<file path="src/rtl/uart_rx.sv">
`default_nettype none
// ============================================================================
// Module   : uart_rx
// Brief    : 16x-oversampled UART receiver, DATA_BITS data bits LSB first plus
//            one stop bit; even parity added when UART_RX_PARITY_EN is defined.
// Revision : 1.0 - initial release
// ============================================================================
module uart_rx #(
  parameter int DATA_BITS = 8
) (
  input  logic                 clk,
  input  logic                 rst,
  input  logic                 i_rx_tick,
  input  logic                 i_rx,
  output logic [DATA_BITS-1:0] o_data,
  output logic                 o_valid,
  output logic                 o_frame_err,
  output logic                 o_busy
`ifdef UART_RX_PARITY_EN
  ,
  output logic                 o_parity_err
`endif
);

  localparam logic [2:0] ST_IDLE   = 3'd0;
  localparam logic [2:0] ST_START  = 3'd1;
  localparam logic [2:0] ST_DATA   = 3'd2;
  localparam logic [2:0] ST_STOP   = 3'd3;
  localparam logic [2:0] ST_BREAK  = 3'd4;
`ifdef UART_RX_PARITY_EN
  localparam logic [2:0] ST_PARITY = 3'd5;
`endif

  localparam logic [3:0] LAST_BIT  = 4'(DATA_BITS - 1);

  logic                 rx_meta;
  logic                 rx_s;
  logic [2:0]           state;
  logic [2:0]           state_nxt;
  logic [3:0]           tick_cnt;
  logic [3:0]           bit_cnt;
  logic [DATA_BITS-1:0] shift_reg;

  logic mid_start;
  logic mid_bit;
  logic last_data;
  logic stop_ok;
  logic stop_bad;

  // Two-stage synchroniser; resets to the idle (high) line level.
  always_ff @(posedge clk or posedge rst) begin
    if (rst) begin
      rx_meta <= 1'b1;
      rx_s    <= 1'b1;
    end else begin
      rx_meta <= i_rx;
      rx_s    <= rx_meta;
    end
  end

  always_ff @(posedge clk or posedge rst) begin
    if (rst) begin
      state <= ST_IDLE;
    end else begin
      state <= state_nxt;
    end
  end

  always_comb begin
    state_nxt = state;
    case (state)
      ST_IDLE:   if (!rx_s) state_nxt = ST_START;
      ST_START:  if (mid_start) state_nxt = rx_s ? ST_IDLE : ST_DATA;
`ifdef UART_RX_PARITY_EN
      ST_DATA:   if (last_data) state_nxt = ST_PARITY;
      ST_PARITY: if (mid_bit) state_nxt = ST_STOP;
`else
      ST_DATA:   if (last_data) state_nxt = ST_STOP;
`endif
      ST_STOP:   if (mid_bit) state_nxt = rx_s ? ST_IDLE : ST_BREAK;
      ST_BREAK:  if (rx_s) state_nxt = ST_IDLE;
      default:   state_nxt = ST_IDLE;
    endcase
  end

  always_comb begin
    mid_start = (state == ST_START) && i_rx_tick && (tick_cnt == 4'd7);
    mid_bit   = i_rx_tick && (tick_cnt == 4'd15);
    last_data = (state == ST_DATA) && mid_bit && (bit_cnt == LAST_BIT);
    stop_ok   = (state == ST_STOP) && mid_bit && rx_s;
    stop_bad  = (state == ST_STOP) && mid_bit && !rx_s;
    o_busy    = (state != ST_IDLE);
  end

  // The tick counter restarts at mid start bit so later samples land mid-bit.
  always_ff @(posedge clk or posedge rst) begin
    if (rst) begin
      tick_cnt    <= 4'd0;
      bit_cnt     <= 4'd0;
      shift_reg   <= '0;
      o_data      <= '0;
      o_valid     <= 1'b0;
      o_frame_err <= 1'b0;
    end else begin
      o_valid     <= stop_ok;
      o_frame_err <= stop_bad;

      if (state == ST_IDLE || state == ST_BREAK) begin
        tick_cnt <= 4'd0;
      end else if (i_rx_tick) begin
        tick_cnt <= mid_start ? 4'd0 : tick_cnt + 4'd1;
      end

      if (mid_start) begin
        bit_cnt <= 4'd0;
      end else if (state == ST_DATA && mid_bit) begin
        bit_cnt   <= bit_cnt + 4'd1;
        shift_reg <= {rx_s, shift_reg[DATA_BITS-1:1]};
      end

      if (stop_ok || stop_bad) begin
        o_data <= shift_reg;
      end
    end
  end

`ifdef UART_RX_PARITY_EN
  logic par_bit;

  // Even parity: data bits plus parity bit must hold an even number of ones.
  always_ff @(posedge clk or posedge rst) begin
    if (rst) begin
      par_bit      <= 1'b0;
      o_parity_err <= 1'b0;
    end else begin
      if (state == ST_PARITY && mid_bit) begin
        par_bit <= rx_s;
      end
      o_parity_err <= (stop_ok || stop_bad) && ((^shift_reg) ^ par_bit);
    end
  end
`endif

endmodule
`default_nettype wire

</file>
<file path="config.mk">
export PLATFORM = sky130hd
export DESIGN_NAME = uart_rx
export DESIGN_NICKNAME = d
export VERILOG_FILES = /design/src/rtl/uart_rx.sv
export SDC_FILE = /design/constraint.sdc
export NUM_CORES = 1
export LEC_CHECK = 0
export CORE_ASPECT_RATIO = 1.75
export CORE_UTILIZATION = 45
export DETAILED_ROUTE_END_ITERATION = 16
export GPL_TIMING_DRIVEN = 0
export PLACE_DENSITY = 0.65
export SLEW_MARGIN = 30
export SYNTH_ARGS = -nofsm -noshare
export SYNTH_HDL_FRONTEND = slang
export SYNTH_SLANG_ARGS = --single-unit
</file>
<file path="constraint.sdc">
create_clock -name clk -period 1.5 [get_ports clk]
set_clock_uncertainty 0.15 [all_clocks]
set_input_delay 0.15 -clock clk [delete_from_list [all_inputs] [get_ports clk]]
set_output_delay 0.15 -clock clk [all_outputs]
set_load 0.03 [all_outputs]
</file>
### Word level (Yosys, flattened, before mapping)

Index checks and enable logic that the tools add are counted.
Widths: inputs -> output; s select.

| storage, ports and cells | value |
|---|---|
| flip-flop bits (word level) | 31 |
| output and inout bits | 11 |
| word-level logic and storage cells | 54 |

| operators by class | value |
|---|---|
| add/sub/neg operators | 2 |
| equal/unequal tests | 12 |
| mux-type cells | 13 |
| bitwise gates (word level) | 1 |
| reduce and logical (&&, ||, !) cells | 17 |

Operator list:

| kind | count |
|---|---|
| $mux 4 | 5 |
| $mux 3 | 6 |
| $pmux 3 s5 | 1 |
| $ne 2x2->1 const B | 5 |
| $add 4x1->4 const B | 2 |
| $eq 4x3->1 const B | 2 |
| $logic_and 1x1->1 | 8 |
| $eq 3x2->1 const B | 2 |
| $reduce_and 5->1 | 1 |
| $eq 4x4->1 const B | 1 |
| $reduce_bool 2->1 | 2 |
| $eq 3x1->1 const B | 1 |
| $eq 3x3->1 const B | 1 |
| $logic_not 3->1 | 1 |
| $reduce_bool 3->1 | 1 |
| $logic_or 1x1->1 | 2 |
| $mux 2 | 1 |
| $reduce_and 2->1 | 1 |
| $logic_not 1->1 | 1 |
| $not 1->1 | 1 |

### Longest topological paths before layout

Gate-level depths: netlist of the first run.

| logic depth | value |
|---|---|
| depth in word-level cells | 6 |
| gate-level depth with buffers | 6 |
| gate-level depth less buffers | 5 |

### Least setup slack after synthesis of the first run

OpenSTA, ideal clock, no wires.

| path | value |
|---|---|
| path type | register to register |
| start | register tick_cnt[0] |
| end | register shift_reg[0] |
| setup time | 0.128 ns |
| arrival | 1.396 ns |
| slack | -0.173 ns |
| stages on the path, launching flop included | 6 |
| cell sequence | dfrtp_1 -> ha_1 -> nand3_2 -> nor3_2 -> buf_4 -> mux2_1 |

| between the ends | value |
|---|---|
| longest elaborated chain between the ends | 4 |

Ends and longest elaborated chain:

| what | line | RTL |
|---|---|---|
| start, declared | 40 | `logic [3:0] tick_cnt;` |
| start signal, assigned | 111 | `tick_cnt <= mid_start ? 4'd0 : tick_cnt + 4'd1;` |
| $eq 4x4->1 / $eq 4x3->1 (equally long branches) | 88, 87 |  |
| $logic_and 1x1->1, on equally long branches | 88, 87 |  |
| $logic_and 1x1->1 / $not 1->1 (equally long branches) | - |  |
| $reduce_and 2->1 (no line) (*) | - |  |
| end signal, assigned | 118 | `shift_reg <= {rx_s, shift_reg[DATA_BITS-1:1]};` |
| end, declared | 42 | `logic [DATA_BITS-1:0] shift_reg;` |

Mark *: on every way between the ends. The rest lies on a longest branch, timed or not.
A chain may end at the register's enable or synchronous reset.

### Worst setup path in the final report of the first run

| path | value |
|---|---|
| start | register state[2] |
| end | register state[0] |

| between the ends | value |
|---|---|
| longest elaborated chain between the ends | 5 |

Ends and longest elaborated chain:

| what | line | RTL |
|---|---|---|
| start, declared | 38 | `logic [2:0] state;` |
| start signal, assigned | 65 | `state <= state_nxt;` |
| $eq 3x2->1 / $eq 3x1->1 (equally long branches) | 71, 89, 87 |  |
| $logic_and 1x1->1, on equally long branches (2 in series) | 89, 87 |  |
| $ne 2x2->1 (no line) | - |  |
| $reduce_and 5->1 (no line) | - |  |

Parallel ways exist; a longest one is shown, timed or not.

==> impl_summary.txt, run 1 <==
----------------------------------------------------
[Status]
  Status ... finished, violations left
  Violated checks ... setup timing

[Global route]
  Antenna violations before repair ... 0
  Overflow left after global routing ... 0
  Wire length of the first global-routing pass ... 4.17 mm
  Total routing resource utilization after global routing ... 0.179
  Maximum number of pins on one net before global-route repair ... 32
  Via count of the first global-routing pass ... 937

[Min path]
  Classification of the worst-slack hold path ... in -> async

[STA]
  Count of final setup violators ... 25
  Max_slew headroom ... 0.583
  Maximum clock rate ... 0.574 GHz
  Worst-margin pin slew ... 0.624 ns
  Period utilisation layout ... 1.16
  Worst hold-check slack ... 0.122 ns
  Post-layout minimum cycle time ... 1.74 ns
  Setup TNS ... -2.86 ns
  Setup repair after global routing missed its margin ... true
  Setup slack after layout ... -0.242 ns
  Final hold violations ... 0
  Number of pins with negative max-slew slack in the final report ... 0

[Die]
  Area of the die ... 3320 µm²
  Die height ... 75.4 µm
  Area of the core ... 2930 µm²
  I/O Pins ... 15
  FP Rows ... 26
  Starting Density ... 0.474
  Horizontal die dimension ... 44.0 µm

[Logic synthesis]
  Top FF cell, synth ... dfrtp_1
  Cell accounting for the most synthesized area ... dfrtp_1
  Number of synthesized register bits ... 31
  Number of synthesized flops with an enable pin ... 0
  Area of the mapped netlist ... 1390 µm²
  Distinct cell type count after synthesis ... 37
  Fraction of synthesized cell area taken by the top area cell type ... 0.523
  Syn_area_per_cell ... 12.8 µm²
  Seq/Total Area, Yosys ... 0.561
  Total of warnings raised by yosys ... 0
  Number of cells produced by synthesis ... 108
  Most common cell in the synthesized netlist ... dfrtp_1
  Async set-or-reset flop fraction in the synthesized netlist ... 1.00
  Top post-synthesis cells by area ... dfrtp_1, mux2_1, dfstp_2
  Mapped Nets ... 114
  Leading post-synthesis cells by instance count ... dfrtp_1, mux2_1, nor2_1

[Route]
  WL per Instance ... 16.1 µm
  Number of remaining DRC errors ... 0
  DR pass1 iterations ... 5
  Number of vias after detailed routing ... 932
  Total length of routed met3 wires ... 55 µm
  DRC marker count from the first detailed-route iteration ... 27
  Metal1 wirelength ... 1.07 mm
  Number of antenna-violating nets in the routed design ... 0
  Topmost layer with routed signal wires ... met4
  Post-Route WL ... 2.73 mm
  Average vias per placed instance ... 5.48
  DR WL met2 ... 1.55 mm

[Clock tree]
  Root cell of the clock tree ... clkbuf_8
  H-tree lvl count ... 2
  Clock-pin slew of the registers on the worst-case setup and hold paths ... 0.06 ns
  Clock tree from TritonCTS ... done
  Insertion delay of the later-clocked pin in the worst-skew pair ... 0.28 ns
  Number of buffers created by CTS ... 5
  CTS max path bufs ... 2
  Number of clock sinks ... 31

[Critical path]
  Category of the most critical setup path ... reg -> reg
  Endpoint class of the critical path ... flop
  CP top delay family ... simple AND/OR/NAND/NOR gates
  Arrival time reported for the critical path endpoint ... 1.75 ns
  Critical Path Slowest Stage Cell ... or3b_4
  Crit start category ... flop
  Number of buffers and inverters on the critical path ... 1
  Delay of the slowest critical-path stage ... 0.42 ns
  Cell chain of the critical path ... buf_6 > or3b_4 > o2111ai_4 > mux2_4
  Required time of the worst setup path ... 1.51 ns
  Peak fanout along the critical path ... 10

[Placed design]
  Count of buffers from port buffering ... 14
  Placement Setup Slack ... -0.538 ns
  RePlAce Congestion ... 0.834
  DPL Wire Length ... 1.64 mm

[Power]
  Power density normalized to cell area ... 1180 nW/µm²
  Leakage power of the design ... 0.000931 µW
  Overall power consumption ... 2200 µW
  Worst IR drop on VDD ... 1010 µV

[Finish]
  Fraction of final layout cells with drive strength greater than 1 ... 0.423
  Antenna Diode Count ... 0
  Filler cell count ... 229
  Synth-to-layout area growth ... 35.1%
  Final-stage net count ... 147

[Flow run]
  Maximum Capacitance Violations ... 0

----------------------------------------------------
[metal layers]
| layer | global-route usage | vias up |
|---|---|---|
| met5 | 0 | - |
| met4 | 0.104 | 0 |
| met3 | 0.0450 | 6 |
| met2 | 0.308 | 11 |
| met1 | 0.196 | 471 |
| li1 | - | 444 |
[through the flow]
step / utilization / area, µm² / std cells
after global placement: 0.543 / 1590 / 150
after CTS: 0.605 / 1770 / 165
after global routing: 0.640 / 1870 / 170
after detailed placement: 0.543 / 1590 / 150
after floorplan: - / 1410 / 108
final: 0.640 / 1870 / 170
[logic make-up (layout without fill, tap and decap cells)]
kind of cell / Yosys count / count (layout) / synth area share
and+or+nand+nor: 37 / 38 / 0.167
DFF: 31 / 31 / 0.561
muxes: 19 / 19 / 0.153
buffers and inverters: 8 / 41 / 0.0325
AOI/OAI and AO/OA: 7 / 7 / 0.0433
xor gates and xnor gates: 4 / 4 / 0.0253
adders and majority gates: 2 / 2 / 0.0180
[final cells by class]
class,instances,area (µm²),area share
Buffer,3,33.8,0.0180
Clock buffer,8,100,0.0534
Inverter,5,18.8,0.0100
Multi-Input combinational cell,70,694,0.371
Sequential cell,31,781,0.417
Tap cell,28,35.0,0.0187
Timing Repair Buffer,25,210,0.112
[power breakdown]
group	internal, µW	leakage (µW)	switching, µW
registers	949	0.000408	140
logic	214	0.000471	200
clock network	418	0.0000515	282
[placed cells by master (no fill, tap or decap), types with 2 or more instances in the layout]
cell type / Yosys / layout
buf_4: 2 / 11
buf_6: 1 / 4
clkbuf_8: 0 / 7
clkdlybuf4s50_1: 0 / 2
dfrtp_1: 29 / 27
dfrtp_2: 0 / 2
dfstp_2: 2 / 2
dlygate4sd2_1: 0 / 11
inv_1: 5 / 4
mux2_1: 15 / 4
mux2_2: 2 / 2
mux2_4: 0 / 11
mux2i_1: 2 / 2
nand2_1: 6 / 4
nand2_2: 0 / 2
nand3_1: 2 / 2
nand3_4: 0 / 3
nand3b_1: 2 / 2
nand4_1: 2 / 2
nor2_1: 10 / 9
nor3_4: 0 / 2
or3_4: 1 / 2
xor2_1: 3 / 3
[path summary, 6_finish.rpt]
check	start	to	cells past startpoint	slack, ns
setup / recovery	state[2]$_DFFE_PP0P_	state[0]$_DFFE_PP0P_	4	-0.24
hold / removal	rst	shift_reg[6]$_DFFE_PP0P_	2	0.12
setup reg to reg	state[2]$_DFFE_PP0P_	state[0]$_DFFE_PP0P_	4	-0.24
hold reg to reg	rx_meta$_DFF_PP1_	rx_s$_DFF_PP1_	0	0.21
max in group asynchronous	rst	tick_cnt[3]$_DFFE_PP0P_	2	0.63
min in group clk	i_rx	rx_meta$_DFF_PP1_	1	0.13
[repair_timing]
item | in CTS | in global routing
buffers inserted | 6 | 5
pin swaps | 1 | 5
hold buffers | 0 | 0
cloned | 1 | 0
gates resized for setup | 26 | 18
endpoints found under the setup margin | 35 | 26
No activity file was read; power rests on OpenSTA's default activity.
==> run 2: changes to the inputs <==
- PLACE_DENSITY: 0.65 -> 0.63
- clock period: 1.5 -> 1.8 ns (I/O delays scaled with it)
==> impl_summary.txt, run 2 (synthesized netlist as in run 1, its figures left out) <==
----------------------------------------------------
[STA]
  Post-layout minimum cycle time ... 1.76 ns
  Final hold violations ... 0 (unchanged)
  Count of final setup violators ... 0 (-100%)
  Setup slack after layout ... 0.0440 ns (+0.286 ns)
  Worst-margin pin slew ... 0.648 ns (+0.0234 ns)
  Maximum clock rate ... 0.569 GHz
  Period utilisation layout ... 0.976
  Setup repair after global routing missed its margin ... false
  Worst hold-check slack ... 0.159 ns (+0.0374 ns)
  Number of pins with negative max-slew slack in the final report ... 0 (unchanged)
  Setup TNS ... 0 ns (+2.86 ns)
  Max_slew headroom ... 0.567 (-0.0157)

[Route]
  Number of vias after detailed routing ... 878 (-5.8%)
  Number of remaining DRC errors ... 0 (unchanged)
  Post-Route WL ... 2.32 mm (-15%)
  Average vias per placed instance ... 5.52 (+0.72%)
  DRC marker count from the first detailed-route iteration ... 22 (-19%)
  WL per Instance ... 14.6 µm (-9.2%)
  DR pass1 iterations ... 6 (+1)
  Number of antenna-violating nets in the routed design ... 0 (unchanged)

[Clock tree]
  Root cell of the clock tree ... clkbuf_8
  CTS max path bufs ... 2 (unchanged)
  Hold_buf cts ... 0 (unchanged)
  H-tree lvl count ... 2 (unchanged)
  Number of clock sinks ... 31 (unchanged)
  Clock tree from TritonCTS ... done
  Number of buffers created by CTS ... 5 (unchanged)
  Clock-pin slew of the registers on the worst-case setup and hold paths ... 0.06 ns (about the same)
  Insertion delay of the later-clocked pin in the worst-skew pair ... 0.28 ns (about the same)

[Critical path]
  Crit start category ... flop
  Number of buffers and inverters on the critical path ... 2 (+1)
  Required time of the worst setup path ... 1.47 ns (-0.04 ns)
  Peak fanout along the critical path ... 10 (unchanged)
  Worst Reg-to-Reg Cells ... 3 (-1)
  CP most frequent cell ... buf_6
  Delay of the slowest critical-path stage ... 0.46 ns (+0.04 ns)
  Endpoint class of the critical path ... primary output
  Critical Path Slowest Stage Cell ... or3_2
  Arrival time reported for the critical path endpoint ... 1.43 ns (-0.32 ns)
  CP top delay family ... simple AND/OR/NAND/NOR gates
  Number of stages on the worst setup path ... 3 (-1)
  Cell chain of the critical path ... buf_6 > or3_2 > buf_6
  Category of the most critical setup path ... reg -> out

[Die]
  Die height ... 75.4 µm (unchanged)
  Area of the core ... 2930 µm² (unchanged)
  Horizontal die dimension ... 44.0 µm (unchanged)
  I/O Pins ... 15 (unchanged)
  Area of the die ... 3320 µm² (unchanged)
  FP Rows ... 26 (unchanged)
  Starting Density ... 0.474 (unchanged)

[Finish]
  Commonest non-fill, non-tap cell in the layout ... dfrtp_1
  Footprint of the flip-flops and latches ... 778 µm² (-0.32%)
  Filler cell count ... 256 (+12%)
  Commonest cells after routing, fill and taps aside ... dfrtp_1, mux2_1, clkdlybuf4s50_1, nor2_1
  Fin util ... 0.579 (-0.0607)
  Final-stage net count ... 136 (-7.5%)
  Fraction of final layout cells with drive strength greater than 1 ... 0.244 (-0.178)
  Antenna Diode Count ... 0 (unchanged)
  Synth-to-layout area growth ... 22.3%
  Cell Count, Final, Fillers Out ... 159 (-6.5%)
  Area used by multi-input combinational logic ... 589 µm² (-15%)

[Global route]
  Overflow left after global routing ... 0 (unchanged)
  Global route hottest layer ... met2
  Routing usage on met3 ... 0.0569 (+0.0118)
  Maximum number of pins on one net before global-route repair ... 32 (unchanged)
  Total routing resource utilization after global routing ... 0.170 (-0.00884)
  Wire length of the first global-routing pass ... 3.97 mm (-5.0%)
  Met1 GRT Util ... 0.179 (-0.0171)
  Via count of the first global-routing pass ... 885 (-5.5%)
  GR Layer Usage met2 ... 0.295 (-0.0133)
  Antenna violations before repair ... 0 (unchanged)

[Placed design]
  Placement Setup Slack ... -0.305 ns (+0.233 ns)
  Placed cells ... 150 (unchanged)
  RePlAce Congestion ... 0.833 (-0.16%)
  Count of buffers from port buffering ... 14 (unchanged)
  DPL Wire Length ... 1.62 mm (-1.4%)

[Min path]
  Classification of the worst-slack hold path ... in -> async

[Power]
  Power density normalized to cell area ... 993 nW/µm² (-16%)
  Leakage power of the design ... 0.000799 µW (-14%)
  Worst IR drop on VDD ... 615 µV (-39%)

[Flow run]
  Maximum Capacitance Violations ... 0 (unchanged)

[Status]
  Status ... complete, no violations

----------------------------------------------------
## run 2: cell type report
cell class / instances / share of cell area
sequential: 31 / 0.459
multi-input combinational: 69 / 0.348
timing repair buffer: 15 / 0.0878
clock buffer: 7 / 0.0509
tap: 28 / 0.0207
buffer: 3 / 0.0199
inverter: 5 / 0.0111
clock inverter: 1 / 0.00295
## run 2: where the power goes
| part | internal, µW | switching (µW) |
|---|---|---|
| combinational | 114 | 131 |
| sequential | 788 | 98.4 |
| clock | 308 | 243 |
## run 2: layer usage
layer / vias up / share of wire
met4: 0 / 0.023
met5: - / 0
met3: 5 / 0.032
li1: 417 / -
met1: 442 / 0.41
met2: 14 / 0.54
## run 2: final timing paths
| check | slack (ns) | startpoint | end |
|---|---|---|---|
| max | 0.04 | state[0]$_DFFE_PP0P_ | o_busy |
| min | 0.16 | rst | shift_reg[7]$_DFFE_PP0P_ |
| max reg2reg | 0.07 | state[1]$_DFFE_PP0P_ | state[0]$_DFFE_PP0P_ |
| min reg2reg | 0.21 | rx_meta$_DFF_PP1_ | rx_s$_DFF_PP1_ |
| max in group asynchronous | 0.92 | rst | bit_cnt[0]$_DFFE_PP0P_ |
| min in group clk | 0.16 | i_rx | rx_meta$_DFF_PP1_ |
## run 2: metrics by stage
stage	cell area, µm²	total power [µW]
floorplan	1390	1050
finish	1700	1680
global placement	1560	1100
global route	1700	1790
CTS	1660	1690
detailed placement	1560	1120
## run 2: what timing repair did
action | CTS | global route
pin swaps | 0 | 1
cloned | 0 | 0
setup buffers | 0 | 1
gates resized for setup | 8 | 6
endpoints found under the setup margin | 8 | 17
==> run 3: changes to the inputs <==
- PLACE_DENSITY: 0.63 -> 0.65
- clock period: 1.8 -> 1.5 ns (I/O delays scaled with it)
==> results of run 3 <==
The final DEF is identical to that of run 1; final timing and power are the same.
==> patch (flow settings as in run 1) <==
The option `UART_RX_PARITY_EN` is turned on by a define.
--- a/src/rtl/uart_rx.sv
+++ b/src/rtl/uart_rx.sv
@@ -5,6 +5,8 @@
 //            one stop bit; even parity added when UART_RX_PARITY_EN is defined.
 // Revision : 1.0 - initial release
 // ============================================================================
+`define UART_RX_PARITY_EN
+
 module uart_rx #(
   parameter int DATA_BITS = 8
 ) (
Function (old outputs only; new: o_parity_err): no difference found for any inputs over 10 cycles, from zero or initial values and one cycle with rst high; that may be too few to reach the edited logic, so the function may still have changed.
==> patch against run 1 <==
The flow still finishes with violations (setup timing); first-iteration DRC count fell by 22%; global-route usage rose by 2.5 points; critical path depth rose by 2; synthesized area rose by 16%; synthesized cell count rose by 16%; design area rose by 22%; sequential cell count rose by 2; wire length rose by 31%; setup slack got worse by 0.047 ns; critical endpoint is now shift_reg[6]$_DFFE_PP0P_; largest cell class is now multi-input gates; highest routed layer unchanged.
Power is not compared: it rests on default switching activity, and its combinational part moved more than twofold at a synthesized area within 25%.
==> patch: results (changes against run 1) <==
ClkCell Share: 3.93% (-1.4 points)
Layout area overhead: 43.1%
Die X: 47.1 um (+7.2%)
Setup WS post-layout: -0.289 ns (-0.0471 ns)
Worst Hold Class: in2reg
Final WL: 3.57 mm (+31%)
GRT Util Overall: 20.4% (+2.5 points)
Fillers: 263 (+15%)
Mux cell area share after synthesis: 17.6% (+2.4 points)
GR Layer Usage met3: 6.00% (+1.5 points)
Wire length on met3: 91 um (+65%)
Run status: finished, violations left
Post-CTS Resized: 34 (+31%)
Buffer share of cell area: 17.5% (+4.4 points)
XOR/XNOR Fraction of Synth Area: 5.78% (+3.2 points)
# Post-CTS Setup Buffers: 8 (+2)
Initial Util: 47.2% (-0.19 points)
Synth Net Count: 131 (+15%)
Distinct cells, synth: 39 (+5.4%)
Routability cong.: 0.845 (+1.4%)
TritonRoute pass-1 iters: 4 (-1)
Multi-input gate share of total cell area: 38.7% (+1.6 points)
Failing checks: setup timing
Endpoints failing setup: 27 (+8.0%)
Fin nets: 173 (+18%)
Cells after DPL: 185 (+23%)
DR WL/cell: 16.8 um (+4.3%)
## patch: changes by cell type in the layout (fill, tap and decap cells not counted), sizes merged, moves of 2 or more
cell and delta:
and3 +2, xnor2 +6, or3 -2, buf +10, a31oi +2, dfrtp +2
xor2 -2, a21oi +4, inv +3, nor2 -4
## patch: path summary, 6_finish.rpt
| check | to | cells past startpoint | start | slack [ns] |
|---|---|---|---|---|
| hold / removal | rx_meta$_DFF_PP1_ | 1 | i_rx | 0.12 |
| min in group asynchronous | state[0]$_DFFE_PP0P_ | 2 | rst | 0.14 |
| max in group asynchronous | state[1]$_DFFE_PP0P_ | 2 | rst | 0.57 |
| setup reg to reg | shift_reg[6]$_DFFE_PP0P_ | 6 | state[2]$_DFFE_PP0P_ | -0.29 |
| setup / recovery | shift_reg[6]$_DFFE_PP0P_ | 6 | state[2]$_DFFE_PP0P_ | -0.29 |
| hold reg to reg | rx_s$_DFF_PP1_ | 0 | rx_meta$_DFF_PP1_ | 0.21 |
